$ cat config.mk
export PLATFORM = sky130hd
export DESIGN_NAME = alu_op_issuer
export DESIGN_NICKNAME = d
export VERILOG_FILES = /design/src/rtl/alu_issuer_pkg.sv /design/src/rtl/alu_op_decode.sv /design/src/rtl/alu_op_issuer.sv
export SDC_FILE = /design/constraint.sdc
export NUM_CORES = 1
export LEC_CHECK = 0
export BUFFER_PORTS_ARGS = -buffer_cell sky130_fd_sc_hd__buf_2
export CAP_MARGIN = 25
export CELL_PAD_IN_SITES_DETAIL_PLACEMENT = 1
export CELL_PAD_IN_SITES_GLOBAL_PLACEMENT = 1
export CORE_ASPECT_RATIO = 0.9
export CORE_MARGIN = 4
export CORE_UTILIZATION = 35
export CTS_CLUSTER_DIAMETER = 100
export DETAILED_ROUTE_END_ITERATION = 10
export HOLD_SLACK_MARGIN = 0.15
export PLACE_DENSITY = 0.9
export SLEW_MARGIN = 25
export SYNTH_ARGS = -nofsm -noshare
export SYNTH_HDL_FRONTEND = slang
export SYNTH_SLANG_ARGS = --single-unit
export TNS_END_PERCENT = 100
$ cat constraint.sdc
create_clock -name clock -period 2.1 [get_ports clock]
set_input_delay 0.42 -clock clock [delete_from_list [all_inputs] [get_ports clock]]
set_output_delay 0.42 -clock clock [all_outputs]
set_load 0.01 [all_outputs]
$ cat src/rtl/alu_issuer_pkg.sv
// rtl/alu_issuer_pkg.sv - shared op codes, one-hot ALU controls, FSM states and error bits for the ALU issuer
package alu_issuer_pkg;

  localparam logic [3:0] OP_ADD = 4'd0;
  localparam logic [3:0] OP_SUB = 4'd1;
  localparam logic [3:0] OP_SHR = 4'd2;
  localparam logic [3:0] OP_SHL = 4'd3;
  localparam logic [3:0] OP_ROR = 4'd4;
  localparam logic [3:0] OP_ROL = 4'd5;
  localparam logic [3:0] OP_AND = 4'd6;
  localparam logic [3:0] OP_OR  = 4'd7;
  localparam logic [3:0] OP_MUL = 4'd8;
  localparam logic [3:0] OP_DIV = 4'd9;
  localparam logic [3:0] OP_NEG = 4'd10;
  localparam logic [3:0] OP_NOT = 4'd11;

  localparam logic [11:0] CTRL_ADD = 12'h001;
  localparam logic [11:0] CTRL_SUB = 12'h002;
  localparam logic [11:0] CTRL_SHR = 12'h004;
  localparam logic [11:0] CTRL_SHL = 12'h008;
  localparam logic [11:0] CTRL_ROR = 12'h010;
  localparam logic [11:0] CTRL_ROL = 12'h020;
  localparam logic [11:0] CTRL_AND = 12'h040;
  localparam logic [11:0] CTRL_OR  = 12'h080;
  localparam logic [11:0] CTRL_MUL = 12'h100;
  localparam logic [11:0] CTRL_DIV = 12'h200;
  localparam logic [11:0] CTRL_NEG = 12'h400;
  localparam logic [11:0] CTRL_NOT = 12'h800;

  typedef enum logic [1:0] {
    ST_IDLE  = 2'd0,
    ST_ISSUE = 2'd1,
    ST_RESP  = 2'd2
  } state_e;

  localparam int ERR_ILLEGAL = 0;
  localparam int ERR_DIVZERO = 1;

endpackage

$ cat src/rtl/alu_op_decode.sv
// rtl/alu_op_decode.sv - op code to one-hot ALU control, legality and long-settle flag
module alu_op_decode
  import alu_issuer_pkg::*;
(
  input  logic [3:0]  op_i,
  output logic [11:0] ctrl_o,
  output logic        legal_o,
  output logic        is_long_o
);

  always_comb begin
    ctrl_o    = '0;
    legal_o   = 1'b1;
    is_long_o = 1'b0;
    case (op_i)
      OP_ADD:  ctrl_o = CTRL_ADD;
      OP_SUB:  ctrl_o = CTRL_SUB;
      OP_SHR:  ctrl_o = CTRL_SHR;
      OP_SHL:  ctrl_o = CTRL_SHL;
      OP_ROR:  ctrl_o = CTRL_ROR;
      OP_ROL:  ctrl_o = CTRL_ROL;
      OP_AND:  ctrl_o = CTRL_AND;
      OP_OR:   ctrl_o = CTRL_OR;
      OP_MUL: begin
        ctrl_o    = CTRL_MUL;
        is_long_o = 1'b1;
      end
      OP_DIV: begin
        ctrl_o    = CTRL_DIV;
        is_long_o = 1'b1;
      end
      OP_NEG:  ctrl_o = CTRL_NEG;
      OP_NOT:  ctrl_o = CTRL_NOT;
      default: legal_o = 1'b0;
    endcase
  end

endmodule

$ cat src/rtl/alu_op_issuer.sv
// rtl/alu_op_issuer.sv - request/issue/response sequencer in front of the combinational ALU
// Optional: ALU_ISSUER_DIVZERO_EN short-circuits divide-by-zero into an error response.
module alu_op_issuer
  import alu_issuer_pkg::*;
#(
  parameter int unsigned SETTLE_CYCLES      = 1,
  parameter int unsigned SETTLE_CYCLES_LONG = 4
) (
  input  logic        clock,
  input  logic        reset_n,
  input  logic        req_valid,
  output logic        req_ready,
  input  logic [3:0]  req_op,
  input  logic [31:0] req_a,
  input  logic [31:0] req_b,
  output logic [11:0] alu_ctrl,
  output logic [31:0] alu_a,
  output logic [31:0] alu_b,
  input  logic [31:0] alu_zhi,
  input  logic [31:0] alu_zlo,
  output logic        rsp_valid,
  input  logic        rsp_ready,
  output logic [31:0] rsp_hi,
  output logic [31:0] rsp_lo,
  output logic [1:0]  rsp_err
);

  localparam int unsigned CNT_MAX = (SETTLE_CYCLES_LONG > SETTLE_CYCLES) ? SETTLE_CYCLES_LONG
                                                                         : SETTLE_CYCLES;
  localparam int unsigned CNT_W   = (CNT_MAX > 1) ? $clog2(CNT_MAX) : 1;
  localparam logic [CNT_W-1:0] CNT_SHORT = CNT_W'(SETTLE_CYCLES - 1);
  localparam logic [CNT_W-1:0] CNT_LONG  = CNT_W'(SETTLE_CYCLES_LONG - 1);

  state_e            state_q, state_d;
  logic [11:0]       ctrl_q, ctrl_d;
  logic [31:0]       a_q, a_d;
  logic [31:0]       b_q, b_d;
  logic [CNT_W-1:0]  cnt_q, cnt_d;
  logic [31:0]       hi_q, hi_d;
  logic [31:0]       lo_q, lo_d;
  logic [1:0]        err_q, err_d;

  logic [11:0]       dec_ctrl;
  logic              dec_legal;
  logic              dec_long;
  logic              div_zero;

  alu_op_decode u_decode (
    .op_i      (req_op),
    .ctrl_o    (dec_ctrl),
    .legal_o   (dec_legal),
    .is_long_o (dec_long)
  );

`ifdef ALU_ISSUER_DIVZERO_EN
  assign div_zero = (req_op == OP_DIV) && (req_b == 32'd0);
`else
  assign div_zero = 1'b0;
`endif

  // Control and valid are decoded from state so an async reset drops them at once.
  assign req_ready = (state_q == ST_IDLE);
  assign rsp_valid = (state_q == ST_RESP);
  assign alu_ctrl  = (state_q == ST_ISSUE) ? ctrl_q : 12'h000;
  assign alu_a     = a_q;
  assign alu_b     = b_q;
  assign rsp_hi    = hi_q;
  assign rsp_lo    = lo_q;
  assign rsp_err   = err_q;

  always_comb begin
    state_d = state_q;
    ctrl_d  = ctrl_q;
    a_d     = a_q;
    b_d     = b_q;
    cnt_d   = cnt_q;
    hi_d    = hi_q;
    lo_d    = lo_q;
    err_d   = err_q;
    case (state_q)
      ST_IDLE: begin
        if (req_valid) begin
          a_d    = req_a;
          b_d    = req_b;
          ctrl_d = dec_ctrl;
          cnt_d  = dec_long ? CNT_LONG : CNT_SHORT;
          if (!dec_legal) begin
            state_d            = ST_RESP;
            hi_d               = 32'd0;
            lo_d               = 32'd0;
            err_d              = 2'b00;
            err_d[ERR_ILLEGAL] = 1'b1;
          end else if (div_zero) begin
            state_d            = ST_RESP;
            hi_d               = 32'd0;
            lo_d               = 32'd0;
            err_d              = 2'b00;
            err_d[ERR_DIVZERO] = 1'b1;
          end else begin
            state_d = ST_ISSUE;
          end
        end
      end
      ST_ISSUE: begin
        if (cnt_q == '0) begin
          hi_d    = alu_zhi;
          lo_d    = alu_zlo;
          err_d   = 2'b00;
          state_d = ST_RESP;
        end else begin
          cnt_d = cnt_q - CNT_W'(1);
        end
      end
      ST_RESP: begin
        if (rsp_ready) begin
          state_d = ST_IDLE;
        end
      end
      default: state_d = ST_IDLE;
    endcase
  end

  always_ff @(posedge clock or negedge reset_n) begin
    if (!reset_n) begin
      state_q <= ST_IDLE;
      ctrl_q  <= '0;
      a_q     <= '0;
      b_q     <= '0;
      cnt_q   <= '0;
      hi_q    <= '0;
      lo_q    <= '0;
      err_q   <= '0;
    end else begin
      state_q <= state_d;
      ctrl_q  <= ctrl_d;
      a_q     <= a_d;
      b_q     <= b_d;
      cnt_q   <= cnt_d;
      hi_q    <= hi_d;
      lo_q    <= lo_d;
      err_q   <= err_d;
    end
  end

endmodule

==> metrics.txt <==
Root Buffer=clkbuf_16; Setup TNS Final=0 ns; Syn Nets=516; Die Ht=127 um; Initial DRC Count=133; Fin. Hold Viols=0; commonest non-fill, non-tap cells in the layout=buf_2 (277), dfrtp_1 (145), mux2_2 (65); Netlist Area Pre-Place=5540 um2; final setup violating endpoints=0; Tot GR Track Use=18.9%; Place WS=0.274 ns; setup ws final=0.100 ns; Clock transition at path regs=0.06 ns; area added between synthesis and finish=42.5%; Critical Path Most Common Cell=buf_4; Num CTS Buffers=17; utilization after layout=51.1%; max incr delay on CP=0.38 ns; slowest CP cell=dfrtp_1; Sink Count=145; Avg Synthesized Cell Area=14.6 um2; critical path peak fanout=14; post-layout min period=2.00 ns; area of placed instances=7230 um2; GPL Wtd Cong=0.837; Ys Warns=0; share of cells above drive strength 1=58.3%; worst hold path stage count=2; Max Clock Freq=500 MHz; total die area=17900 um2; static leakage=4.11 nW; register area share after synthesis=65.6%; worst path cell trace=buf_4 -> nor2b_1 -> buf_4 -> and2_1 -> buf_2; number of global-route vias before repair=4761; Layout Skew=0.0140 ns; total grt overflow=0; top_reg_cell synth=dfrtp_1; starting density of the core=35.8%; RSZ-0062 raised after global routing=false; Slew Limit Fails=0; IO Count=280; Cells after Synth=379; dpl hpwl=12.6 mm; Tcrit/Tclk final=95.2%; placed insts=846; PwrDens=1600 nW/um2; most common cell after layout, fill and taps aside=buf_2; WP data arrival=1.58 ns; Final Hold Slack=0.221 ns; num rows=43; core area=15400 um2; largest net degree at the start of global routing=66; via count=4392; status=finished clean; IO Port Bufs=278; Finished Cell Area=7890 um2; EDFF count, synth=0; Routed WL=16.9 mm; fin cells=879; Post-route DRC=0; initial antenna violation count=0; WP data required=1.68 ns; Die X=141 um; max-cap violation count=0; Reg2Reg Depth=6; Yosys reg bits=145; Power, Total=12.6 mW; post-route ant nets=0; n_diodes=0; CTS tree=yes; crit end category=output port; clk buf depth=2; first-pass GRT wire length=26.5 mm; worst vdd ir=0.000569 V; htree depth=4; routed len/inst=19.2 um; DRT Pass-1 Iters=4; vias per cell=5.00; Synth cell types=31; worst hold-check path type=in2reg; CP Launch Type=flop; Nets=801; async set-reset flop share out of synthesis=100%; critical path class=reg2out; Skew-Pair Late Insertion Delay=0.42 ns
[kinds of logic after synthesis]
group	share of synthesized area, %
fa+ha+maj	0.226
other cells	0.0677
buf+inv	3.03
flops	65.6
compound gates	13.7
simple gates	4.23
mux	13.2
[synth_stat cells, types with 3 or more instances]
cell,instances,share of area (%)
dfrtp_1,145,66
mux2_2,65,13
a22o_1,64,10
buf_2,17,1.5
nand2_1,15,1.0
and2_1,13,1.5
o31ai_1,7,0.95
clkbuf_1,6,0.41
nand2b_1,6,0.68
o21ai_0,5,0.45
buf_1,4,0.27
inv_1,4,0.27
o41ai_1,4,0.63
nor2b_1,3,0.34
[per-layer routing]
layer | part of all wire [%] | global-route usage (%) | vias to the layer above
li1 | - | - | 1948
met2 | 49 | 31.2 | 228
met4 | 2.8 | 8.26 | 0
met5 | 0 | 0 | -
met1 | 40 | 23.0 | 2182
met3 | 8.3 | 6.10 | 34
[final timing paths]
path                                                to  slack, ns                   start
worst max register to register  rsp_lo[21]$_DFFE_PN0P_       0.40  state_q[0]$_DFFE_PN0P_
worst min register to register   ctrl_q[3]$_DFFE_PN0P_       0.47   ctrl_q[3]$_DFFE_PN0P_
worst min-delay path            rsp_hi[18]$_DFFE_PN0P_       0.22             alu_zhi[18]
min in group asynchronous        ctrl_q[5]$_DFFE_PN0P_       0.48                 reset_n
max in group asynchronous        alu_a[11]$_DFFE_PN0P_       0.97                 reset_n
worst max-delay path                       alu_ctrl[2]       0.10  state_q[0]$_DFFE_PN0P_
[power by group]
part | internal, mW | switching (mW)
Clock | 2.14 | 1.17
Combinational | 2.30 | 2.32
Sequential | 4.00 | 0.695
Total | 8.44 | 4.19
[worst max-delay path, delay by kind of cell, from the launching register on]
family                 cells  cell delay [ns]
and+or+nand+nor            2             0.31
buffers and inverters      3             0.50
DFF                        1             0.38
[cell type report]
cell class                      count  area, um2
Clock inverter                     13        209
Multi-Input combinational cell    200       1740
Clock buffer                       19        443
Tap cell                          202        253
Inverter                            4       15.0
Sequential cell                   145       3630
Fill cell                        1689       7550
Timing Repair Buffer              296       1600
[state kept, by name, indices dropped and copies added (netlist names)]
name / cells
alu_b: 32
cnt_q: 2
ctrl_q: 12
rsp_err: 1
alu_a: 32
rsp_lo: 32
rsp_hi: 32
state_q: 2
[repair_timing]
| item | 4_1_cts | 5_1_grt |
|---|---|---|
| setup buffers | 0 | 0 |
| gates resized for setup | 0 | 0 |
| hold buffers | 1 | 0 |
| hold endpoints to repair | 34 | 0 |
(Power assumes the default switching activity.)
